## config.mk

```make
export PLATFORM = sky130hd
export DESIGN_NAME = dual_port_ram_pipe
export DESIGN_NICKNAME = d
export VERILOG_FILES = /design/src/rtl/dual_port_ram_pipe.sv
export SDC_FILE = /design/constraint.sdc
export NUM_CORES = 1
export LEC_CHECK = 0
export CORE_ASPECT_RATIO = 1.4
export CORE_MARGIN = 2
export CORE_UTILIZATION = 45
export CTS_CLUSTER_SIZE = 20
export DETAILED_ROUTE_END_ITERATION = 7
export PLACE_DENSITY_LB_ADDON = 0.25
export SETUP_SLACK_MARGIN = 0.15
export SLEW_MARGIN = 20
export SYNTH_ARGS = -nofsm -noshare
export SYNTH_HDL_FRONTEND = slang
export SYNTH_SLANG_ARGS = --single-unit
```

## constraint.sdc

```tcl
create_clock -name clk -period 2.9 [get_ports clk]
set_input_delay 0.725 -clock clk [delete_from_list [all_inputs] [get_ports clk]]
set_output_delay 0.725 -clock clk [all_outputs]
set_load 0.1 [all_outputs]
```

## src/rtl/dual_port_ram_pipe.sv

```systemverilog
// Parametrised true dual-port synchronous RAM.
// Adds a 1- or 2-stage read pipeline, per-port read-valid strobes, write-write
// collision arbitration with a flag, and a memory-clear sweep after reset.
module dual_port_ram_pipe #(
    parameter int               WIDTH         = 8,
    parameter int               DEPTH         = 16,
    parameter int               ADDR          = $clog2(DEPTH),
    parameter int               RD_LATENCY    = 1,
    parameter int               COLL_PRIORITY = 1,
    parameter logic [WIDTH-1:0] INIT_VAL      = '0
) (
    input  logic             clk,
    input  logic             rst,
    input  logic             en1,
    input  logic             en2,
    input  logic             rd_en1,
    input  logic             rd_en2,
    input  logic [ADDR-1:0]  addr1,
    input  logic [ADDR-1:0]  addr2,
    input  logic [WIDTH-1:0] data_in1,
    input  logic [WIDTH-1:0] data_in2,
    output logic [WIDTH-1:0] data_out1,
    output logic [WIDTH-1:0] data_out2,
    output logic             valid1,
    output logic             valid2,
    output logic             collision,
    output logic             busy
);

    typedef enum logic {CLEAR, RUN} state_t;

    localparam logic [ADDR:0]   DEPTH_X = (ADDR+1)'(DEPTH);
    localparam logic [ADDR-1:0] LAST    = ADDR'(DEPTH - 1);

    state_t          state, state_next;
    logic [ADDR-1:0] cnt;
    logic [WIDTH-1:0] mem [DEPTH];

    logic             run;
    logic             in1, in2;
    logic             rd_req1, rd_req2;
    logic             wr1, wr2;
    logic             same_wr;
    logic [WIDTH-1:0] rdata1, rdata2;

    assign run     = (state == RUN);
    assign busy    = (state == CLEAR);
    assign in1     = ({1'b0, addr1} < DEPTH_X);
    assign in2     = ({1'b0, addr2} < DEPTH_X);
    assign rd_req1 = run && en1 && rd_en1;
    assign rd_req2 = run && en2 && rd_en2;
    assign wr1     = run && en1 && !rd_en1 && in1;
    assign wr2     = run && en2 && !rd_en2 && in2;
    assign same_wr = wr1 && wr2 && (addr1 == addr2);
    // Out-of-range reads return zero; the array read sees pre-write contents (read-first).
    assign rdata1  = in1 ? mem[addr1] : '0;
    assign rdata2  = in2 ? mem[addr2] : '0;

    // State register and clear-sweep counter.
    always_ff @(posedge clk) begin
        if (rst) begin
            state <= CLEAR;
            cnt   <= '0;
        end else begin
            state <= state_next;
            if (state == CLEAR)
                cnt <= cnt + ADDR'(1);
        end
    end

    // Leave CLEAR on the edge that writes the last word.
    always_comb begin
        state_next = state;
        if (state == CLEAR && cnt == LAST)
            state_next = RUN;
    end

    // Storage: sweep writes in CLEAR, port writes in RUN with collision arbitration.
    always_ff @(posedge clk) begin
        if (!rst) begin
            if (state == CLEAR) begin
                mem[cnt] <= INIT_VAL;
            end else begin
                if (wr1 && !(same_wr && COLL_PRIORITY == 2))
                    mem[addr1] <= data_in1;
                if (wr2 && !(same_wr && COLL_PRIORITY == 1))
                    mem[addr2] <= data_in2;
            end
        end
    end

    // Same-address write-write flag, one cycle per collision.
    always_ff @(posedge clk) begin
        if (rst)
            collision <= 1'b0;
        else
            collision <= same_wr;
    end

    generate
        if (RD_LATENCY == 1) begin : g_lat1
            // Read data and strobe registered at the request edge.
            always_ff @(posedge clk) begin
                if (rst) begin
                    data_out1 <= '0;
                    data_out2 <= '0;
                    valid1    <= 1'b0;
                    valid2    <= 1'b0;
                end else begin
                    valid1 <= rd_req1;
                    valid2 <= rd_req2;
                    if (rd_req1) data_out1 <= rdata1;
                    if (rd_req2) data_out2 <= rdata2;
                end
            end
        end else begin : g_lat2
            logic             pv1, pv2;
            logic [WIDTH-1:0] pd1, pd2;
            // Extra stage captures the read at the request edge, presents it one edge later.
            always_ff @(posedge clk) begin
                if (rst) begin
                    pv1       <= 1'b0;
                    pv2       <= 1'b0;
                    pd1       <= '0;
                    pd2       <= '0;
                    data_out1 <= '0;
                    data_out2 <= '0;
                    valid1    <= 1'b0;
                    valid2    <= 1'b0;
                end else begin
                    pv1    <= rd_req1;
                    pv2    <= rd_req2;
                    pd1    <= rdata1;
                    pd2    <= rdata2;
                    valid1 <= pv1;
                    valid2 <= pv2;
                    if (pv1) data_out1 <= pd1;
                    if (pv2) data_out2 <= pd2;
                end
            end
        end
    endgenerate

endmodule

```

==> metrics.txt, run 1 <==
status complete, no violations; fin crit share 90.9%; RSZ-0062 raised after global routing no; CTS clk-pin slew, worst paths 0.06 ns; Final setup violation count 0; Iter 0 DRT Violations 613; Arrival @ worst endpoint 2.83 ns; Ports 50; WL met2 ~14 mm; chip width ~120 um; DR vias/cell around 6.3; Sum Neg Setup Slack 0 ns; Internal 0.00400 W; H-Tree Depth 4; Area after DPL 10300 um^2; Clk Latency, worst-skew pair 0.43 ns; Post-synth EDFFs about 130; post-cts resize count 0; syn nets ~650; Yosys reg bits 152; Psw 0.00117 W; hold depth 2; Max VDD drop 0.407 mV; Sequential Power Share 46.2%; post-DR wirelength/cell 27.5 um; Num CTS Buffers 17; startpoint types input port; Reg2Reg Depth 5; PwrDens about 470 nW/um^2; Placeable Area roughly 20000 um^2; crit path time final 2.63 ns; Clock power frac 45.3%; critical-path maximum fanout 20; postcts setup bufs 0; data required time of the critical path 3.09 ns; total power 0.00517 W; final worst slack 0.265 ns; largest cells by area after synthesis edfxtp_1 43%, mux2_2 16%, mux4_2 12%; Post-CTS Hold Buffers 0; Final ANT Viol Nets 0; Die ar. 21200 um^2; Worst Hold Class reg2reg; # Max-Cap Violations 0; dominant cell type by area after synthesis edfxtp_1; antenna violations before repair 0; slew margin rel. about 31%; largest net degree at the start of global routing 56; syn avg cell area 14.5 um^2; Nets approximately 740; number of global-route vias before repair 6307; Post-Synthesis Cells ~620; Netlist cell types 53; CTS sink cnt 152; area share of the largest cell type after synthesis 42.7%; Worst path slowest cell clkdlybuf4s50_1; cell area after synthesis 9000 um^2; CP peak stage delay 0.52 ns; antenna diode count 0; final count of pins violating max slew 0; WL met1 10.1 mm; Logic pwr share 8.4%; leading register cell type out of synthesis edfxtp_1; # rows 61; DRC 0; PortBufs 49; leakage power 3.86 nW; final setup skew 0.00823 ns; GRT Residual Overflow 0; met3 WL between 1 and 1.5 mm; GRT Util Overall a little over a quarter; final instance area around 11000 um^2; Setup Crit Path Kind in2reg; root buffer cell clkbuf_16; max layer used met4; Yosys warning count 0; CTS Buffer Depth 2; sequential area share after synthesis 48.0%; Vias 6129; Post-DP HPWL 19.1 mm; first-pass GRT wire length 40.0 mm; height of the die around 170 um; pre-CTS setup slack -0.123 ns; routability cong. 0.941; Total Wirelength approximately 27 mm; final number of hold-violating endpoints 0; switching part of the total power 22.6%; CP Cell Sequence clkdlybuf4s50_1, and4bb_2, buf_4, and3b_1, o21ai_0, o21bai_1, buf_12; Pre-antenna DRT Iters 5; CP endpoint kind flip-flop; CTS tree done; layout cells sized above 1 45.9%; Area Growth Syn to Fin 21.7%; Max Fclk between 300 and 400 MHz; worst slew pin tran 1.04 ns; Initial Util 45.5%; Async SR Flop Fraction 0%
==> kinds of logic (layout without fill, tap and decap cells) <==
logic type / count (synthesis) / in the layout / synth area share (%)
simple gates: 81 / 81 / 5.32
fa+ha+maj: 1 / 1 / 0.139
xor+xnor: 7 / 7 / 0.681
mux: 218 / 218 / 33.2
flops: 152 / 152 / 48.0
buf+inv: 65 / 162 / 3.45
compound gates: 98 / 98 / 9.20
==> area by class of cell <==
cell class | count | area (um^2)
Fill cell | 1603 | 8820
Tap cell | 252 | 315
Multi-Input combinational cell | 405 | 4370
Inverter | 4 | 15.0
Clock inverter | 12 | 176
Timing Repair Buffer | 126 | 1320
Clock buffer | 20 | 437
Sequential cell | 152 | 4320
==> power by group through the flow <==
| stage | logic, W | clock network (W) | registers (W) |
|---|---|---|---|
| 2_1_floorplan | 0.000241 | 0 | 0.00243 |
| 5_1_grt | 0.000456 | 0.00246 | 0.00239 |
| 6_report | 0.000434 | 0.00234 | 0.00239 |
| 4_1_cts | 0.000433 | 0.00236 | 0.00239 |
| 3_5_place_dp | 0.000431 | 0 | 0.00244 |
| 3_3_place_gp | 0.000425 | 0 | 0.00243 |
==> state kept, by name, indices dropped and copies added (netlist names) <==
name       flops
cnt            4
collision      1
data_out1      8
data_out2      8
mem          128
run            1
valid1         1
valid2         1
==> cells in the mapped netlist, types with 2 or more instances <==
| master | number |
|---|---|
| mux2_2 | 129 |
| edfxtp_1 | 128 |
| mux4_2 | 48 |
| mux2i_1 | 33 |
| clkbuf_1 | 28 |
| dfxtp_1 | 24 |
| buf_2 | 23 |
| o21ai_0 | 20 |
| nor2_1 | 19 |
| a211oi_1 | 14 |
| nand2_1 | 11 |
| a22oi_1 | 9 |
| and2_0 | 8 |
| mux2_4 | 8 |
| o211ai_1 | 8 |
| a221oi_1 | 7 |
| nand2b_1 | 7 |
| nor2b_1 | 7 |
| o21bai_1 | 7 |
| o22ai_1 | 7 |
| o2111a_1 | 6 |
| a31oi_1 | 5 |
| o2111ai_4 | 5 |
| xnor2_1 | 5 |
| and4_1 | 4 |
| buf_1 | 4 |
| buf_6 | 4 |
| inv_1 | 4 |
| nor3b_1 | 3 |
| o21ai_4 | 3 |
| a21oi_1 | 2 |
| a311oi_1 | 2 |
| and2_1 | 2 |
| and3_1 | 2 |
| and4bb_2 | 2 |
| buf_4 | 2 |
| nand3_1 | 2 |
| nor3_1 | 2 |
| or3_1 | 2 |
| or3b_2 | 2 |
| xor2_1 | 2 |
==> path summary, 6_finish.rpt <==
path	start	endpoint	slack, ns
hold reg to reg	data_out2[7]$_SDFFE_PP0P_	data_out2[7]$_SDFFE_PP0P_	0.51
setup / recovery	rd_en1	mem[9][5]$_DFFE_PP_	0.27
setup reg to reg	run$_SDFFE_PP0P_	mem[1][5]$_DFFE_PP_	0.49
hold / removal	data_out2[7]$_SDFFE_PP0P_	data_out2[7]$_SDFFE_PP0P_	0.51
==> per-stage QoR <==
step                      util [%]  std cells  hold WS, ns
after global placement        52.3        939        0.489
final                         55.4        971        0.509
after detailed placement      52.3        939        0.502
after CTS                     55.4        971        0.512
after global routing          55.4        971        0.554
after floorplan                  -        622        0.488
==> layer usage <==
| layer | vias up | track usage (%) |
|---|---|---|
| met5 | - | 0 |
| met4 | 0 | 11.5 |
| met3 | 52 | 3.55 |
| met2 | 244 | 47.0 |
| met1 | 3153 | 32.0 |
| li1 | 2680 | - |
==> placed cells by master, fill, tap and decap left out, types with 4 or more instances in the layout <==
cell,instances
edfxtp_1,128
mux2_4,8
a211oi_1,14
and2_0,8
and4_1,4
a31oi_1,5
o21ai_0,18
clkinvlp_4,5
mux4_2,48
buf_4,72
o2111ai_4,5
a22oi_1,9
dfxtp_1,24
o21bai_1,7
nand2_1,11
bufinv_16,4
nand2b_1,7
nor2_1,19
o211ai_1,8
mux2i_1,33
o2111a_1,6
inv_1,4
o22ai_1,7
clkdlybuf4s50_1,26
nor2b_1,7
clkbuf_16,17
mux2_2,129
xnor2_1,5
buf_12,25
a221oi_1,7
==> critical path: cells and delay by family <==
family / cells / cell delay [ns]
buf+inv: 3 / 0.91
compound gates: 2 / 0.71
simple gates: 2 / 0.47
Note: power is estimated with default switching activity, not from simulation.
==> inputs of run 2 (changes only) <==
--- a/config.mk
+++ b/config.mk
@@ -5,11 +5,13 @@
 export SDC_FILE = /design/constraint.sdc
 export NUM_CORES = 1
 export LEC_CHECK = 0
+export ABC_AREA = 1
 export CORE_ASPECT_RATIO = 1.4
 export CORE_MARGIN = 2
 export CORE_UTILIZATION = 45
 export CTS_CLUSTER_SIZE = 20
 export DETAILED_ROUTE_END_ITERATION = 7
+export GPL_ROUTABILITY_DRIVEN = 0
 export PLACE_DENSITY_LB_ADDON = 0.25
 export SETUP_SLACK_MARGIN = 0.15
 export SLEW_MARGIN = 20
==> run 2 against run 1 <==
Compared with the run above: total power increased by 3.6%; largest power group is now clock; critical endpoint is now mem[13][1]$_DFFE_PP_; via count is 71% higher; hold slack got worse by 0.024 ns; sequential cell count unchanged; first-iteration DRC count rose by 63%; global-route usage is 4.4 points higher; synthesized cell count is 130% higher; cell area increased by 12%; combinational power is 31% higher; sequential share of layout area shrank 4.3 points; maximum frequency rose by 4.4%; synthesized area increased by 16%; highest routed layer unchanged.
==> metrics.txt, run 2 <==
status complete, no violations; number of global-route vias before repair 9718; Hold Startpoint cnt[3]$_SDFFE_PP0N_; syn nets between 1000 and 1500; RSZ-0062 raised after global routing no; antenna violations before repair 0; Area Growth Syn to Fin 18.0%; Sequential Power Share 44.3%; Setup Crit Path Kind in2reg; Critical R2R Capture mem[13][1]$_DFFE_PP_; Ports 50; chip width 133 um; data required time of the critical path 3.05 ns; Worst path slowest cell clkdlybuf4s50_1; crit path time final 2.52 ns; Non-Filler Instances 1832; Post-Synthesis Cells ~1400; CP Cell Sequence clkdlybuf4s50_1, nand3_1, nor2_1, nand2_1, o21ai_0, nand2_1, buf_4, o21ai_1, buf_4; switching part of the total power 25.0%; Internal about 0.0040 W; antenna diode count 0; Logic pwr share 10.6%; Cells after DPL 1800; DR vias/cell 5.72; Initial Util between 40% and 50%; Fillers around 2200; Clk Latency, worst-skew pair 0.44 ns; count leader, synth nand2_1; worst slew pin tran 0.545 ns; post-DR wirelength/cell ~20 um; height of the die about 180 um; most common cell after layout, fill and taps aside nand2_1; Reg2Reg Depth 8; max reg flops 128; Die ar. 24400 um^2; reg-to-reg startpoint run$_SDFFE_PP0P_; cell area after synthesis 10400 um^2; Max Fclk roughly 400 MHz; PortBufs 49; Total Wirelength approximately 37 mm; leakage power ~5.5 nW; final number of hold-violating endpoints 0; DRC 0; CTS tree done; Max VDD drop 0.313 mV; Largest regs mem x128, data_out1 x8, data_out2 x8; Async SR Flop Fraction 0%; fin crit share between 80% and 90%; critical-path maximum fanout 8; Vias 10500; CP endpoint kind flip-flop; H-Tree Depth 4; leading register cell type out of synthesis edfxtp_1; Post-CTS Hold Buffers 0; root buffer cell clkbuf_16; # rows 65; sequential area share after synthesis 41.6%; slew margin rel. 63.7%; Nets 1549; # Max-Cap Violations 0; Netlist cell types 33; final setup skew approximately 0.0088 ns; CTS sink cnt 152; final count of pins violating max slew 0; Placeable Area 22600 um^2; Yosys warning count 0; Worst Hold Class reg2reg; largest net degree at the start of global routing 51; Yosys reg bits 152; dominant cell type by area after synthesis edfxtp_1; postcts setup bufs 0; Final setup violation count 0; startpoint types input port; CTS clk-pin slew, worst paths 0.06 ns; most frequent cells in the layout 547 x nand2_1, 137 x nand4_1, 128 x edfxtp_1; Psw 0.00134 W; first-pass GRT wire length between 50 and 60 mm; hold depth 2; largest cells by area after synthesis edfxtp_1 37%, nand2_1 20%, nand4_1 8.2%; CTS Buffer Depth 2; area share of the largest cell type after synthesis 36.9%; Post-DP HPWL 26.2 mm; reg2reg setup slack 0.53 ns; GRT Util Overall 30.9%; Sum Neg Setup Slack 0 ns; layout cells sized above 1 15.6%; Reg with most FFs mem; Clock power frac between 40% and 50%; Arrival @ worst endpoint 2.67 ns; Num CTS Buffers 17; Pre-antenna DRT Iters 6; PwrDens between 400 and 500 nW/um^2; worst hold endpoint run$_SDFFE_PP0P_; GRT Residual Overflow 0; post-cts resize count 0; syn avg cell area between 7 and 8 um^2; Post-synth EDFFs 128; Iter 0 DRT Violations around 1000; Final ANT Viol Nets 0; CP peak stage delay 0.55 ns; Commonest cells post-synth 547 x nand2_1, 137 x nand4_1, 128 x edfxtp_1
[run 2: cell types whose count changed in the layout (fill, tap and decap cells not counted), sizes merged, moves of 51 or more]
cell   before  now
nand3       2  132
nor2       19  114
o21ai      23   74
nand4       2  138
inv         4  138
nand2      11  548
mux2      137    0
[run 2: kinds of logic (layout without fill, tap and decap cells)]
logic type / Yosys count / count (layout) / synth area share, %
adder cells (fa/ha/maj): 1 / 1 / 0.120
flip-flops: 152 / 152 / 41.6
XOR/XNOR: 2 / 2 / 0.168
buffers and inverters: 238 / 330 / 10.1
AND/OR/NAND/NOR: 942 / 942 / 42.8
AO/OA/AOI/OAI: 104 / 104 / 5.26
[run 2: per-layer routing]
metal,vias to the layer above,global-route usage [%],routed length [um]
li1,4919,-,-
met1,4779,34.8,13100
met4,0,23.8,3220
met5,-,0,0
met3,182,6.56,3190
met2,600,51.2,17600
[run 2: layout make-up]
cell class                      count  area (um^2)  area share (%)
Clock buffer                       22          529            4.31
Tap cell                          301          377            3.07
Sequential cell                   152         4320            35.2
Clock inverter                     10          123           0.999
Multi-Input combinational cell   1049         5030            40.9
Inverter                          134          503            4.10
Timing Repair Buffer              164         1390            11.4
[run 2: metrics by stage]
step	instance area, um^2	total power [W]	util, %	hold slack, ns	setup WS [ns]
after floorplan	10400	0.00272	-	0.456	0.300
after global placement	11600	0.00296	51.4	0.477	-0.0251
after detailed placement	11600	0.00296	51.4	0.481	-0.0587
after CTS	12300	0.00535	54.3	0.485	0.392
after global routing	12300	0.00548	54.3	0.552	0.192
final	12300	0.00535	54.3	0.486	0.376
[run 2: power groups by stage]
stage               combinational, W  clock (W)  sequential [W]
floorplan                   0.000307          0         0.00241
global placement            0.000542          0         0.00242
detailed placement          0.000545          0         0.00242
CTS                         0.000547    0.00243         0.00237
global route                0.000596    0.00251         0.00237
finish                      0.000567    0.00242         0.00237
[run 2: worst max path at each step]
stage | startpoint | to | slack, ns | cells after the start
5_1_grt | en1 | mem[12][4]$_DFFE_PP_ | 0.19 | 9
2_1_floorplan | rst | mem[12][0]$_DFFE_PP_ | 0.30 | 7
3_3_place_gp | en1 | mem[13][3]$_DFFE_PP_ | -0.03 | 9
4_1_cts | en1 | mem[13][4]$_DFFE_PP_ | 0.39 | 9
3_5_place_dp | en1 | mem[13][4]$_DFFE_PP_ | -0.06 | 9
6_report | en1 | mem[13][1]$_DFFE_PP_ | 0.38 | 9
[run 2: worst max-delay path: cells and delay by family]
family / cells / cell delay [ns]
buffers and inverters: 3 / 0.94
AOI/OAI and AO/OA: 2 / 0.36
and+or+nand+nor: 4 / 0.65
==> inputs of run 3 (changes only) <==
==> constraint.sdc (replaced) <==
create_clock -name clk -period 2.3 [get_ports clk]
set_input_delay 0.69 -clock clk [delete_from_list [all_inputs] [get_ports clk]]
set_output_delay 0.69 -clock clk [all_outputs]
set_load 0.1 [all_outputs]
==> run 3 against run 2 <==
Compared with the run above: core utilization rose by 4.2 points; worst setup slack lost 0.21 ns; sequential power grew 26%.
==> metrics.txt, run 3 (same netlist as run 2, synthesis figures left out) <==
CTS sink cnt 152; DR vias/cell 5.78; CP Cell Sequence dlygate4sd2_1, nand2_1, a21oi_2, nand4_1, buf_6, bufbuf_16, bufbuf_16, nand4_1, nand2_1; Hold Startpoint cnt[3]$_SDFFE_PP0N_; final count of pins violating max slew 0; Multi-input gate area 5320 um^2; Largest regs mem x128, data_out1 x8, data_out2 x8; Worst path slowest cell dlygate4sd2_1; Max VDD drop 0.533 mV; total power 0.00665 W; Iter 0 DRT Violations around 1200; Hold Slack 0.495 ns; Placeable Area 22600 um^2; CP peak stage delay 0.31 ns; leakage power 5.86 nW; Area Growth Syn to Fin 27.0%; Sequential Power Share 44.9%; startpoint types input port; number of global-route vias before repair 10200; Cells after DPL 1814; Internal 0.00484 W; CTS Buffer Depth 2; Most Crowded Layer GR met2; data required time of the critical path 2.51 ns; CTS tree done; Max Fclk 469 MHz; Ports 50; Sum Neg Setup Slack 0 ns; largest net degree at the start of global routing 58; Setup Crit Path Kind in2reg; root buffer cell clkbuf_16; slew margin rel. 67.0%; antenna violations before repair 0; critical-path maximum fanout 10; CTS clk-pin slew, worst paths about 0.060 ns; most frequent cells in the layout 542 x nand2_1, 137 x nand4_1, 128 x edfxtp_1; RSZ-0062 raised after global routing yes; antenna diode count 0; Fillers 2102; Reg with most FFs mem; Num CTS Buffers 17; Post-DP HPWL 26.7 mm; GRT Residual Overflow 0; post-DR wirelength/cell between 20 and 25 um; delay-heaviest family, CP buffers and inverters; status complete, no violations; Psw 0.00181 W; fin crit share 92.7%; reg-to-reg startpoint run$_SDFFE_PP0P_; Final ANT Viol Nets 0; layout cells sized above 1 20.0%; chip width 133 um; hold depth 2; Non-Filler Instances 1870; Clk Latency, worst-skew pair 0.45 ns; Total Wirelength 39.9 mm; PwrDens 503 nW/um^2; Critical R2R Capture mem[12][7]$_DFFE_PP_; Post-CTS Hold Buffers 0; Clock power frac 42.7%; WP buf/inv 4; reg2reg setup slack 0.24 ns; # rows 65; Die ar. 24400 um^2; grt met1 use a little over a third; # Max-Cap Violations 0; Worst Hold Class reg2reg; Reg2Reg Depth 9; Util after Layout 58.4%; DRC 0; switching part of the total power 27.2%; final number of hold-violating endpoints 0; final setup skew between 0.006 and 0.007 ns; worst slew pin tran 0.495 ns; CP startpoint addr2[1]; worst hold endpoint run$_SDFFE_PP0P_; routing usage on met3 5.68%; Final setup violation count 0; CP endpoint kind flip-flop; max reg flops 128; PortBufs just under 50; Arrival @ worst endpoint 2.34 ns; Pre-antenna DRT Iters 6; sequential cell area about 4300 um^2; GR Layer Usage met2 56.0%; GRT Util Overall 32.7%; Initial Util 46.0%; Logic pwr share 12.4%; crit path time final 2.13 ns; first-pass GRT wire length 59.3 mm; H-Tree Depth 4; height of the die 184 um; Nets 1587; most common cell after layout, fill and taps aside nand2_1; Vias between 10000 and 15000
==> run 3: metrics by stage <==
stage,setup WS [ns],cell area [um^2]
3_3_place_gp,-0.582,12100
6_report,0.169,13200
5_1_grt,0.0827,13200
4_1_cts,0.153,13000
2_1_floorplan,0.125,10600
3_5_place_dp,-0.622,12100
==> run 3: worst max-delay path by stage <==
| stage | end | slack [ns] | cells past startpoint |
|---|---|---|---|
| 2_1_floorplan | mem[11][0]$_DFFE_PP_ | 0.12 | 7 |
| 3_3_place_gp | mem[13][4]$_DFFE_PP_ | -0.58 | 6 |
| 3_5_place_dp | mem[7][3]$_DFFE_PP_ | -0.62 | 6 |
| 4_1_cts | mem[14][5]$_DFFE_PP_ | 0.15 | 9 |
| 5_1_grt | mem[8][5]$_DFFE_PP_ | 0.08 | 11 |
| 6_report | mem[12][7]$_DFFE_PP_ | 0.17 | 9 |
==> run 3: what timing repair did <==
item | 4_1_cts | 5_1_grt
pin swaps | 12 | 11
cloned | 3 | 1
resized for setup | 27 | 28
setup buffers | 12 | 8
endpoints found under the setup margin | 243 | 246
==> run 3: power by group through the flow <==
stage	sequential [W]	clock, W	combinational, W
final	0.00299	0.00284	0.000822
after global routing	0.00299	0.00293	0.000856
after CTS	0.00299	0.00283	0.000773
after detailed placement	0.00305	0	0.000765
after global placement	0.00305	0	0.000759
after floorplan	0.00304	0	0.000406
==> run 3: area by class of cell <==
type | count | share of cell area (%)
multi-input combinational | 1050 | 40.3
sequential | 152 | 32.7
timing repair buffer | 201 | 16.0
inverter | 134 | 3.81
clock buffer | 17 | 3.22
tap | 301 | 2.85
clock inverter | 15 | 1.15
==> run 3: worst min-delay path, delay by kind of cell (launching register included) <==
family / cells / cell delay, ns
flops: 1 / 0.33
simple gates: 1 / 0.07
compound gates: 1 / 0.05
==> run 3: routing by layer <==
layer  vias up  wire length, um
met5         -                0
met4         0             3480
met3       200             3470
met2       658            19000
met1      4951            13900
li1       5004                -
